**config.mk**
```make
export PLATFORM = sky130hd
export DESIGN_NAME = seq_ripple_addsub_flat
export DESIGN_NICKNAME = d
export VERILOG_FILES = /design/src/rtl/seq_ripple_addsub_if.sv /design/src/rtl/seq_ripple_addsub.sv /design/src/flat_wrapper.sv
export SDC_FILE = /design/constraint.sdc
export NUM_CORES = 1
export LEC_CHECK = 0
export ABC_CLOCK_PERIOD_IN_PS = 3050
export BUFFER_PORTS_ARGS = -buffer_cell sky130_fd_sc_hd__buf_4
export CORE_AREA = 2 2 66 116
export CTS_CLUSTER_SIZE = 28
export DETAILED_ROUTE_END_ITERATION = 10
export DIE_AREA = 0 0 68 118
export HOLD_SLACK_MARGIN = 0.02
export PLACE_DENSITY = 0.73
export SETUP_SLACK_MARGIN = 0.1
export SYNTH_ARGS = -nofsm -noshare
export SYNTH_HDL_FRONTEND = slang
export SYNTH_SLANG_ARGS = --single-unit
```
**constraint.sdc**
```tcl
create_clock -name clk -period 3.05 [get_ports clk]
set_clock_uncertainty 0.05 [all_clocks]
set_input_delay 0.61 -clock clk [delete_from_list [all_inputs] [get_ports clk]]
set_output_delay 0.61 -clock clk [all_outputs]
set_load 0.02 [all_outputs]
```
**src/rtl/seq_ripple_addsub_if.sv**
```systemverilog
// seq_ripple_addsub_if: request/result bundle for seq_ripple_addsub
interface seq_ripple_addsub_if #(parameter int WIDTH = 16);
    logic start, sub, cin, busy, done, cout, ovf;
    logic [WIDTH-1:0] a, b, sum;
    modport master(output start, sub, a, b, cin, input busy, done, sum, cout, ovf);
    modport slave(input start, sub, a, b, cin, output busy, done, sum, cout, ovf);
endinterface

```
**src/rtl/seq_ripple_addsub.sv**
```systemverilog
// seq_ripple_addsub: multi-cycle ripple-carry adder/subtractor, CHUNK bits per clock
module seq_ripple_addsub #(
    parameter int WIDTH = 16,
    parameter int CHUNK = 4
) (
    input logic clk,
    input logic rst_n,
    seq_ripple_addsub_if.slave bus
);
    localparam int N = WIDTH / CHUNK;
    localparam int IW = N > 1 ? $clog2(N) : 1;
    typedef enum logic [1:0] {IDLE, RUN, DONE} state_t;
    state_t state;
    logic [WIDTH-1:0] op_a, op_b, res, res_nx;
    logic [IW-1:0] idx;
    logic [CHUNK-1:0] x, y, s;
    logic carry, cy, c_msb, last;
    assign x = op_a[idx*CHUNK +: CHUNK];
    assign y = op_b[idx*CHUNK +: CHUNK];
    assign last = idx == IW'(N - 1);
    // c_msb ends up as the carry into the top cell, needed for signed overflow
    always_comb begin
        cy = carry;
        c_msb = carry;
        s = '0;
        for (int k = 0; k < CHUNK; k++) begin
            c_msb = cy;
            s[k] = x[k] ^ y[k] ^ cy;
            cy = x[k] & y[k] | cy & (x[k] ^ y[k]);
        end
        res_nx = res;
        res_nx[idx*CHUNK +: CHUNK] = s;
    end
    always_ff @(posedge clk or negedge rst_n)
        if (!rst_n) begin
            state <= IDLE;
            bus.busy <= 1'b0;
            bus.done <= 1'b0;
            bus.sum <= '0;
            bus.cout <= 1'b0;
            bus.ovf <= 1'b0;
            op_a <= '0;
            op_b <= '0;
            res <= '0;
            carry <= 1'b0;
            idx <= '0;
        end else if (state != RUN) begin
            bus.done <= 1'b0;
            if (bus.start) begin
                state <= RUN;
                bus.busy <= 1'b1;
                op_a <= bus.a;
                op_b <= bus.sub ? ~bus.b : bus.b;
                carry <= bus.sub | bus.cin;
                idx <= '0;
            end else begin
                state <= IDLE;
            end
        end else begin
            res <= res_nx;
            carry <= cy;
            idx <= last ? '0 : idx + 1'b1;
            if (last) begin
                state <= DONE;
                bus.busy <= 1'b0;
                bus.done <= 1'b1;
                bus.sum <= res_nx;
                bus.cout <= cy;
                bus.ovf <= c_msb ^ cy;
            end
        end
endmodule

```
**src/flat_wrapper.sv**
```systemverilog
// flat-port wrapper written by rule: the top's interface ports become plain ports
module seq_ripple_addsub_flat 
#(
    parameter int WIDTH = 16,
    parameter int CHUNK = 4
)
  (clk, rst_n, bus_start, bus_sub, bus_a, bus_b, bus_cin, bus_busy, bus_done, bus_sum, bus_cout, bus_ovf);
  seq_ripple_addsub_if #(.WIDTH(WIDTH)) bus_i ();
  input logic clk;
  input logic rst_n;
  input wire logic [$bits(bus_i.start)-1:0] bus_start;
  input wire logic [$bits(bus_i.sub)-1:0] bus_sub;
  input wire logic [$bits(bus_i.a)-1:0] bus_a;
  input wire logic [$bits(bus_i.b)-1:0] bus_b;
  input wire logic [$bits(bus_i.cin)-1:0] bus_cin;
  output wire logic [$bits(bus_i.busy)-1:0] bus_busy;
  output wire logic [$bits(bus_i.done)-1:0] bus_done;
  output wire logic [$bits(bus_i.sum)-1:0] bus_sum;
  output wire logic [$bits(bus_i.cout)-1:0] bus_cout;
  output wire logic [$bits(bus_i.ovf)-1:0] bus_ovf;
  assign bus_i.start = bus_start;
  assign bus_i.sub = bus_sub;
  assign bus_i.a = bus_a;
  assign bus_i.b = bus_b;
  assign bus_i.cin = bus_cin;
  assign bus_busy = bus_i.busy;
  assign bus_done = bus_i.done;
  assign bus_sum = bus_i.sum;
  assign bus_cout = bus_i.cout;
  assign bus_ovf = bus_i.ovf;
  seq_ripple_addsub #(.WIDTH(WIDTH), .CHUNK(CHUNK)) u_core (.clk(clk), .rst_n(rst_n), .bus(bus_i));
endmodule
```
==> impl_results.rst, run 1 <==
.. list-table::
   :header-rows: 1

   * - Metric
     - Value
   * - Outcome
     - complete, no violations
   * - Worst R2R Setup Slack
     - 0.15 ns
   * - Most area-consuming cells after synthesis
     - sky130_fd_sc_hd__dfrtp_1, sky130_fd_sc_hd__a21oi_1, sky130_fd_sc_hd__mux2_4
   * - Unrepaired setup endpoints after global routing
     - yes
   * - Number of distinct library cells after synthesis
     - 30
   * - Area growth, synth to finish
     - 20.7%
   * - Complex-gate fraction of the synthesized area
     - 13.5%
   * - CP required
     - 3.26 ns
   * - Number of max-slew violations in the final report
     - 0
   * - Static leakage power
     - 1.89 nW
   * - Antenna violations before repair
     - 0
   * - Place WS
     - 0.120 ns
   * - Worst Max-Slew Pin Slew
     - 0.885 ns
   * - Total CTS buffers
     - 9
   * - Number of cells in the finished layout apart from fillers
     - 439
   * - Worst setup margin
     - 0.151 ns
   * - Number of routed nets with antenna violations
     - 0
   * - Simple-Gate Fraction of Synth Area
     - 9.48%
   * - Share of Yosys cell area claimed by the top area cell type
     - 50.9%
   * - Cell area power density
     - 1350 nW/µm²
   * - Grt total ovfl
     - 0
   * - H-tree levels
     - 3
   * - Nature of the critical path endpoint
     - flip-flop
   * - Root buffer selected by CTS
     - sky130_fd_sc_hd__clkbuf_16
   * - Die ar.
     - 8020 µm²
   * - Fraction of the cycle the final worst path needs
     - 95.0%
   * - Cell area after layout
     - 4270 µm²
   * - Clock edge transition at the registers on the reported setup and hold paths
     - 0.05 ns
   * - Count of boundary I/O pins
     - 57
   * - Filler Cells Inserted
     - 613
   * - Number of enable-type register cells in the synthesized netlist
     - 0
   * - Effective utilization at floorplan
     - 50.0%
   * - Final setup vio count
     - 0
   * - Detailed router's first-iteration violation count
     - 177
   * - Peak clock frequency supported by timing
     - 345 MHz
   * - Synth area leader
     - sky130_fd_sc_hd__dfrtp_1
   * - 1st-pass router iterations
     - 4
   * - Via count
     - 2436
   * - Core Footprint
     - 7080 µm²
   * - Number of antenna cells inserted
     - 0
   * - Top flip-flop cell by instance count after synthesis
     - sky130_fd_sc_hd__dfrtp_1
   * - Xor and xnor fraction of the mapped netlist area
     - 4.21%
   * - Top post-synthesis cells by count
     - sky130_fd_sc_hd__dfrtp_1, sky130_fd_sc_hd__a21oi_1, sky130_fd_sc_hd__nor2_1
   * - Detailed Place HPWL
     - 5320 µm
   * - Vias in the first global route
     - 2529
   * - CTS tree
     - built
   * - Source-to-sink clock delay at the later pin of the worst-skew pair
     - 0.33 ns
   * - Via density per instance
     - 5.55
   * - Post-Synth Adder-Cell Area
     - 4.39%
   * - Seq/Total Area, Yosys
     - 50.9%
   * - Global-route usage over all layers
     - 21.5%
   * - Remaining DRCs
     - 0
   * - Critical path class
     - reg2reg
   * - First-pass GRT wire length
     - 12500 µm
   * - Sinks on the clock net
     - 72
   * - Maximum root-to-sink buffer count
     - 2
   * - GPL Wtd Cong
     - 0.802
   * - Num rows
     - 41
   * - Crit Path Max Fanout
     - 8
   * - Final min period
     - 2.90 ns
   * - Hold Fails Final Rpt
     - 0
   * - Number of warnings printed during yosys synthesis
     - 0
   * - Min-delay worst type
     - in2async
   * - Cell area after technology mapping
     - 3540 µm²
   * - Number of cells after detailed placement
     - 424
   * - Nature of the critical path startpoint
     - flip-flop
   * - Post-synthesis net count
     - 344
   * - Area post-placement
     - 3990 µm²
   * - DR WL/cell
     - 17.4 µm
   * - Worst Path Arrival
     - 3.11 ns
   * - Aggregate negative setup slack
     - 0 ns
   * - NumNets Final
     - 397
   * - Proportion of register bits with asynchronous set or reset after synthesis
     - 100%
   * - Quantity of I/O buffers inserted on ports
     - 56
   * - Horizontal die dimension
     - 68 µm
   * - Routed wire length
     - 7640 µm
   * - Relative slew margins
     - 41.0%
   * - Largest family of logic cells by synthesized area
     - compound AO/OA/AOI/OAI gates
   * - IR drop worst, VDD
     - 0.000547 V
   * - Proportion of layout cells with a drive suffix above 1
     - 33.1%
   * - Synthesized flop and latch total
     - 72
   * - Average size of a mapped cell
     - 11.9 µm²
   * - Most common cell in the synthesized netlist
     - sky130_fd_sc_hd__dfrtp_1
   * - Portion of netlist area occupied by mux cells
     - 12.2%
   * - Maximum Capacitance Violations
     - 0
   * - Largest net degree at the start of global routing
     - 73
   * - Gate Count Post-Synth
     - 297
   * - Height of the chip
     - 118 µm
==> through the flow <==
stage / power (mW) / hold slack (ns) / util, %
CTS: 5.72 / 0.381 / 60.1
detailed placement: 4.74 / 0.425 / 56.4
floorplan: 3.90 / 0.264 / -
global route: 6.15 / 0.435 / 60.3
finish: 5.78 / 0.357 / 60.3
global placement: 4.66 / 0.416 / 56.4
==> layout make-up <==
cell class                      count  area (µm²)  share of cell area [%]
Clock buffer                       13         250                    5.86
Clock inverter                      1        5.00                   0.117
Inverter                           10        37.5                   0.879
Multi-Input combinational cell    191        1570                    36.7
Sequential cell                    72        1800                    42.2
Tap cell                           86         108                    2.52
Timing Repair Buffer               66         499                    11.7
==> cell families after synthesis <==
kind of cell	after synthesis
AOI/OAI and AO/OA	78
xor gates and xnor gates	17
adders and majority gates	10
buffers and inverters	34
DFF	72
muxes	26
and+or+nand+nor	60
==> path summary, 6_finish.rpt <==
path                                      end      startpoint  depth (start not counted)
setup / recovery           u_core.bus.sum[15]   u_core.idx[0]                         11
hold / removal                 u_core.op_a[2]           rst_n                          1
setup reg to reg           u_core.bus.sum[15]   u_core.idx[0]                         11
hold reg to reg                u_core.res[15]  u_core.res[15]                          1
max in group asynchronous       u_core.idx[0]           rst_n                          1
min in group clk               u_core.res[15]  u_core.res[15]                          1
==> report_power, final <==
group	switching (mW)	internal (mW)	leakage, nW
clock network	0.362	0.562	0.126
registers	0.296	1.43	0.866
logic	1.66	1.47	0.901
total	2.32	3.46	1.89
==> registers in the layout (all words and copies together), names as in the netlist <==
name	flops
u_core.bus.ovf	1
u_core.bus.busy	1
u_core.carry	1
u_core.bus.sum	16
u_core.op_b	16
u_core.idx	2
u_core.op_a	16
u_core.bus.cout	1
u_core.res	16
u_core.bus.done	1
u_core.state	1
==> placed cells by master, fill, tap and decap left out, drive strengths merged, types with 6 or more instances in the layout <==
master,count
nor2b,9
a21oi,49
buf,66
mux4,8
xnor2,17
ha,6
clkbuf,13
inv,10
a32o,8
mux2,18
a22o,9
nand2,6
nor2,22
a31oi,8
nand2b,17
dfrtp,72
==> repair_timing <==
item	4_1_cts	5_1_grt
gates resized for setup	1	4
gates cloned	0	0
setup buffers	0	1
pin swaps	0	5
setup endpoints to repair	1	4
hold buffers	0	0
==> layer usage <==
metal / up-vias / share of wire [%] / wire, µm / global-route usage [%]
li1: 1135 / - / - / -
met1: 1216 / 35 / 2680 / 23.9
met2: 68 / 57 / 4360 / 36.7
met3: 17 / 3.9 / 297 / 4.97
met4: 0 / 3.8 / 293 / 11.0
met5: - / 0 / 0 / 0
==> critical path: stages (launching register included) <==
cell	delay [ns]
sky130_fd_sc_hd__dfrtp_2	0.41
sky130_fd_sc_hd__mux4_2	0.52
sky130_fd_sc_hd__inv_2	0.07
sky130_fd_sc_hd__fa_2	0.19
sky130_fd_sc_hd__inv_2	0.04
sky130_fd_sc_hd__fa_2	0.33
sky130_fd_sc_hd__inv_2	0.07
sky130_fd_sc_hd__fa_2	0.21
sky130_fd_sc_hd__inv_2	0.05
sky130_fd_sc_hd__fa_2	0.66
sky130_fd_sc_hd__a21oi_1	0.10
sky130_fd_sc_hd__a21oi_1	0.14
No activity file was read; power rests on OpenSTA's default activity.
==> run 2: changes to the inputs <==
- ABC_AREA: not set -> 1
- CORE_AREA: 2 2 66 116 -> 2 2 67 117
- DIE_AREA: 0 0 68 118 -> 0 0 69 119
==> run 2 against run 1 <==
Against the previous run:
- flip-flop and latch count is the same
- utilization shrank 0.73 points
- power shrank 13%
- synthesized cell count is 50% higher
- combinational power is 22% lower
- largest power group unchanged
- clock power grew 4.4%
- sequential power is 7% lower
- largest cell class unchanged
- clock-buffer cell count up 1
- hold slack got worse by 0.0066 ns
- synthesized area increased by 1.9%
==> impl_results.rst, run 2 <==
.. list-table::
   :header-rows: 1

   * - Metric
     - Value
   * - Routed wire length
     - 7980 µm (was 7640 µm)
   * - Logic depth of the worst setup path including buffers
     - 15 (was 11)
   * - Synth area leader
     - sky130_fd_sc_hd__dfrtp_1 (unchanged)
   * - Via density per instance
     - 5.03 (was 5.55)
   * - Unrepaired setup endpoints after global routing
     - no (was yes)
   * - Share of Yosys cell area claimed by the top area cell type
     - 50.0% (was 50.9%)
   * - Cell area power density
     - 1140 nW/µm² (was 1350 nW/µm²)
   * - Crit Path Max Fanout
     - 7 (was 8)
   * - Die ar.
     - 8210 µm² (was 8020 µm²)
   * - Cell occurring most often along the worst timing path
     - sky130_fd_sc_hd__nand2_1
   * - First-pass GRT wire length
     - 14000 µm (was 12500 µm)
   * - Proportion of layout cells with a drive suffix above 1
     - 19.0% (was 33.1%)
   * - Final setup vio count
     - 0 (unchanged)
   * - Leading cell type in the layout, fill and taps excluded
     - sky130_fd_sc_hd__nand2_1 (was sky130_fd_sc_hd__dfrtp_1)
   * - Cell area after technology mapping
     - 3600 µm² (was 3540 µm²)
   * - Worst R2R End
     - u_core.bus.sum[11] (was u_core.bus.sum[15])
   * - IR drop worst, VDD
     - 0.000570 V (was 0.000547 V)
   * - Slowest stage cell, crit path
     - sky130_fd_sc_hd__fa_2 (unchanged)
   * - Total CTS buffers
     - 9 (unchanged)
   * - Source-to-sink clock delay at the later pin of the worst-skew pair
     - 0.33 ns (about the same)
   * - Core utilization of the finished layout
     - 59.6% (was 60.3%)
   * - Buffering stage count on the worst path with inverters included
     - 4 (unchanged)
   * - Number of antenna cells inserted
     - 0 (unchanged)
   * - CTS tree
     - built (unchanged)
   * - Number of enable-type register cells in the synthesized netlist
     - 0 (unchanged)
   * - R2r startpoint
     - u_core.idx[0] (unchanged)
   * - Seq/Total Area, Yosys
     - 50.0% (was 50.9%)
   * - DR WL/cell
     - 13.4 µm (was 17.4 µm)
   * - Grt total ovfl
     - 0 (unchanged)
   * - 1st-pass router iterations
     - 4 (unchanged)
   * - Most area-consuming cells after synthesis
     - sky130_fd_sc_hd__dfrtp_1, sky130_fd_sc_hd__nand2_1, sky130_fd_sc_hd__xnor2_1 (was sky130_fd_sc_hd__dfrtp_1, sky130_fd_sc_hd__a21oi_1, sky130_fd_sc_hd__mux2_4)
   * - Core Footprint
     - 7360 µm² (was 7080 µm²)
   * - Critical path class
     - reg2reg (unchanged)
   * - Remaining DRCs
     - 0 (unchanged)
   * - Min-delay worst type
     - in2async (unchanged)
   * - Hold Fails Final Rpt
     - 0 (unchanged)
   * - Effective utilization at floorplan
     - 49.0% (was 50.0%)
   * - Vias in the first global route
     - 3164 (was 2529)
   * - H-tree levels
     - 3 (unchanged)
   * - Proportion of register bits with asynchronous set or reset after synthesis
     - 100% (unchanged)
   * - Number of routed nets with antenna violations
     - 0 (unchanged)
   * - Worst Path Arrival
     - 2.99 ns (was 3.11 ns)
   * - GPL Wtd Cong
     - 0.887 (was 0.802)
   * - Worst path max stage delay
     - 0.47 ns (was 0.66 ns)
   * - Number of distinct library cells after synthesis
     - 22 (was 30)
   * - Global-route usage over all layers
     - 21.6% (was 21.5%)
   * - Detailed Place HPWL
     - 5990 µm (was 5320 µm)
   * - Clock edge transition at the registers on the reported setup and hold paths
     - 0.05 ns (about the same)
   * - NumNets Final
     - 550 (was 397)
   * - Count of boundary I/O pins
     - 57 (unchanged)
   * - Worst Max-Slew Pin Slew
     - 0.885 ns (about the same)
   * - Gate Count Post-Synth
     - 446 (was 297)
   * - Relative slew margins
     - 41.0% (about the same)
   * - Nature of the critical path endpoint
     - flip-flop (unchanged)
   * - Power Total
     - 5.01 mW (was 5.78 mW)
   * - Worst R2R Setup Slack
     - 0.23 ns (was 0.15 ns)
   * - Number of warnings printed during yosys synthesis
     - 0 (unchanged)
   * - Sinks on the clock net
     - 72 (unchanged)
   * - Aggregate negative setup slack
     - 0 ns (unchanged)
   * - Maximum Capacitance Violations
     - 0 (unchanged)
   * - Commonest non-fill, non-tap cells in the layout
     - sky130_fd_sc_hd__nand2_1, sky130_fd_sc_hd__dfrtp_1, sky130_fd_sc_hd__buf_4 (was sky130_fd_sc_hd__dfrtp_1, sky130_fd_sc_hd__buf_4, sky130_fd_sc_hd__a21oi_1)
   * - Detailed router's first-iteration violation count
     - 206 (was 177)
   * - Horizontal die dimension
     - 69 µm (was 68 µm)
   * - Ordered list of cells on the worst path
     - buf_6, nand2_1, nand3_1, nand2_1, fa_1, inv_1, fa_2, inv_2, fa_2, inv_1, fa_2, nand2_1, o21bai_1, nand2_1, nand2_1 (was mux4_2, inv_2, fa_2, inv_2, fa_2, inv_2, fa_2, inv_2, fa_2, a21oi_1, a21oi_1)
   * - Filler Cells Inserted
     - 716 (was 613)
   * - Synthesized flop and latch total
     - 72 (unchanged)
   * - Via count
     - 2985 (was 2436)
   * - Final min period
     - 2.82 ns (was 2.90 ns)
   * - Most common cell in the synthesized netlist
     - sky130_fd_sc_hd__nand2_1 (was sky130_fd_sc_hd__dfrtp_1)
   * - Root buffer selected by CTS
     - sky130_fd_sc_hd__clkbuf_16 (unchanged)
   * - Nature of the critical path startpoint
     - flip-flop (unchanged)
   * - Num rows
     - 42 (was 41)
   * - Number of max-slew violations in the final report
     - 0 (unchanged)
   * - Quantity of I/O buffers inserted on ports
     - 56 (unchanged)
   * - Peak clock frequency supported by timing
     - 355 MHz (was 345 MHz)
   * - Static leakage power
     - 2.37 nW (was 1.89 nW)
   * - Post-synthesis net count
     - 493 (was 344)
   * - Worst Reg2Reg Path Length in Cells
     - 15 (was 11)
   * - Area growth, synth to finish
     - 21.6% (was 20.7%)
   * - Min Hold Slack
     - 0.350 ns (was 0.357 ns)
   * - Fraction of the cycle the final worst path needs
     - 92.3% (was 95.0%)
   * - Average size of a mapped cell
     - 8.08 µm² (was 11.9 µm²)
   * - Maximum root-to-sink buffer count
     - 2 (unchanged)
   * - Top flip-flop cell by instance count after synthesis
     - sky130_fd_sc_hd__dfrtp_1 (unchanged)
   * - Height of the chip
     - 119 µm (was 118 µm)
   * - Antenna violations before repair
     - 0 (unchanged)
   * - Largest net degree at the start of global routing
     - 73 (unchanged)
   * - Outcome
     - complete, no violations (unchanged)
   * - CP required
     - 3.22 ns (was 3.26 ns)
   * - Cell family contributing the most delay on the critical path
     - adder cells (unchanged)
   * - Top post-synthesis cells by count
     - sky130_fd_sc_hd__nand2_1, sky130_fd_sc_hd__dfrtp_1, sky130_fd_sc_hd__nor2_1 (was sky130_fd_sc_hd__dfrtp_1, sky130_fd_sc_hd__a21oi_1, sky130_fd_sc_hd__nor2_1)
==> run 2: area by class of cell <==
type,instances,area (µm²),share of cell area (%)
sequential,72,1800,41.1
multi-input combinational,327,1590,36.2
timing repair buffer,66,503,11.5
clock buffer,14,274,6.25
tap,88,110,2.51
inverter,27,106,2.43
==> run 2: layer usage <==
| metal | track usage, % | share of wire (%) | vias to the layer above |
|---|---|---|---|
| met3 | 3.55 | 2.8 | 24 |
| met2 | 39.5 | 55 | 62 |
| met5 | 0 | 0 | - |
| met1 | 22.4 | 37 | 1408 |
| met4 | 13.5 | 4.5 | 0 |
| li1 | - | - | 1491 |
==> run 2: worst max-delay path by stage <==
stage,slack [ns],startpoint,endpoint
6_report,0.23,u_core.idx[0],u_core.bus.sum[11]
5_1_grt,0.06,u_core.idx[0],u_core.bus.sum[7]
4_1_cts,0.17,u_core.idx[0],u_core.bus.sum[15]
3_5_place_dp,0.19,u_core.idx[0],u_core.bus.sum[15]
3_3_place_gp,0.26,u_core.idx[0],u_core.bus.sum[15]
2_1_floorplan,0.10,u_core.idx[0],u_core.bus.sum[15]
==> run 2: stage by stage <==
stage          std cells  setup slack (ns)  instance area [µm²]
3_5_place_dp         578             0.188                 4060
3_3_place_gp         578             0.256                 4060
5_1_grt              594            0.0625                 4380
6_report             594             0.234                 4380
4_1_cts              592             0.168                 4330
2_1_floorplan        446             0.101                 3610
==> run 2: cell families after synthesis <==
kind of cell             after synthesis  synth area share (%)
AND/OR/NAND/NOR                      262                  28.7
flip-flops                            72                  50.0
buffers and inverters                 47                  6.59
AO/OA/AOI/OAI                         38                  6.28
XOR/XNOR                              17                  4.13
adder cells (fa/ha/maj)               10                  4.30
==> run 2: where the power goes <==
| group | internal (mW) | switching (mW) |
|---|---|---|
| combinational | 0.929 | 1.52 |
| sequential | 1.35 | 0.250 |
| clock | 0.608 | 0.358 |
| total | 2.89 | 2.12 |
==> run 2: repair_timing <==
item | CTS | global route
hold buffers | 0 | 0
setup buffers | 0 | 2
hold endpoints to repair | 0 | 0
setup endpoints to repair | 0 | 8
resized for setup | 0 | 15
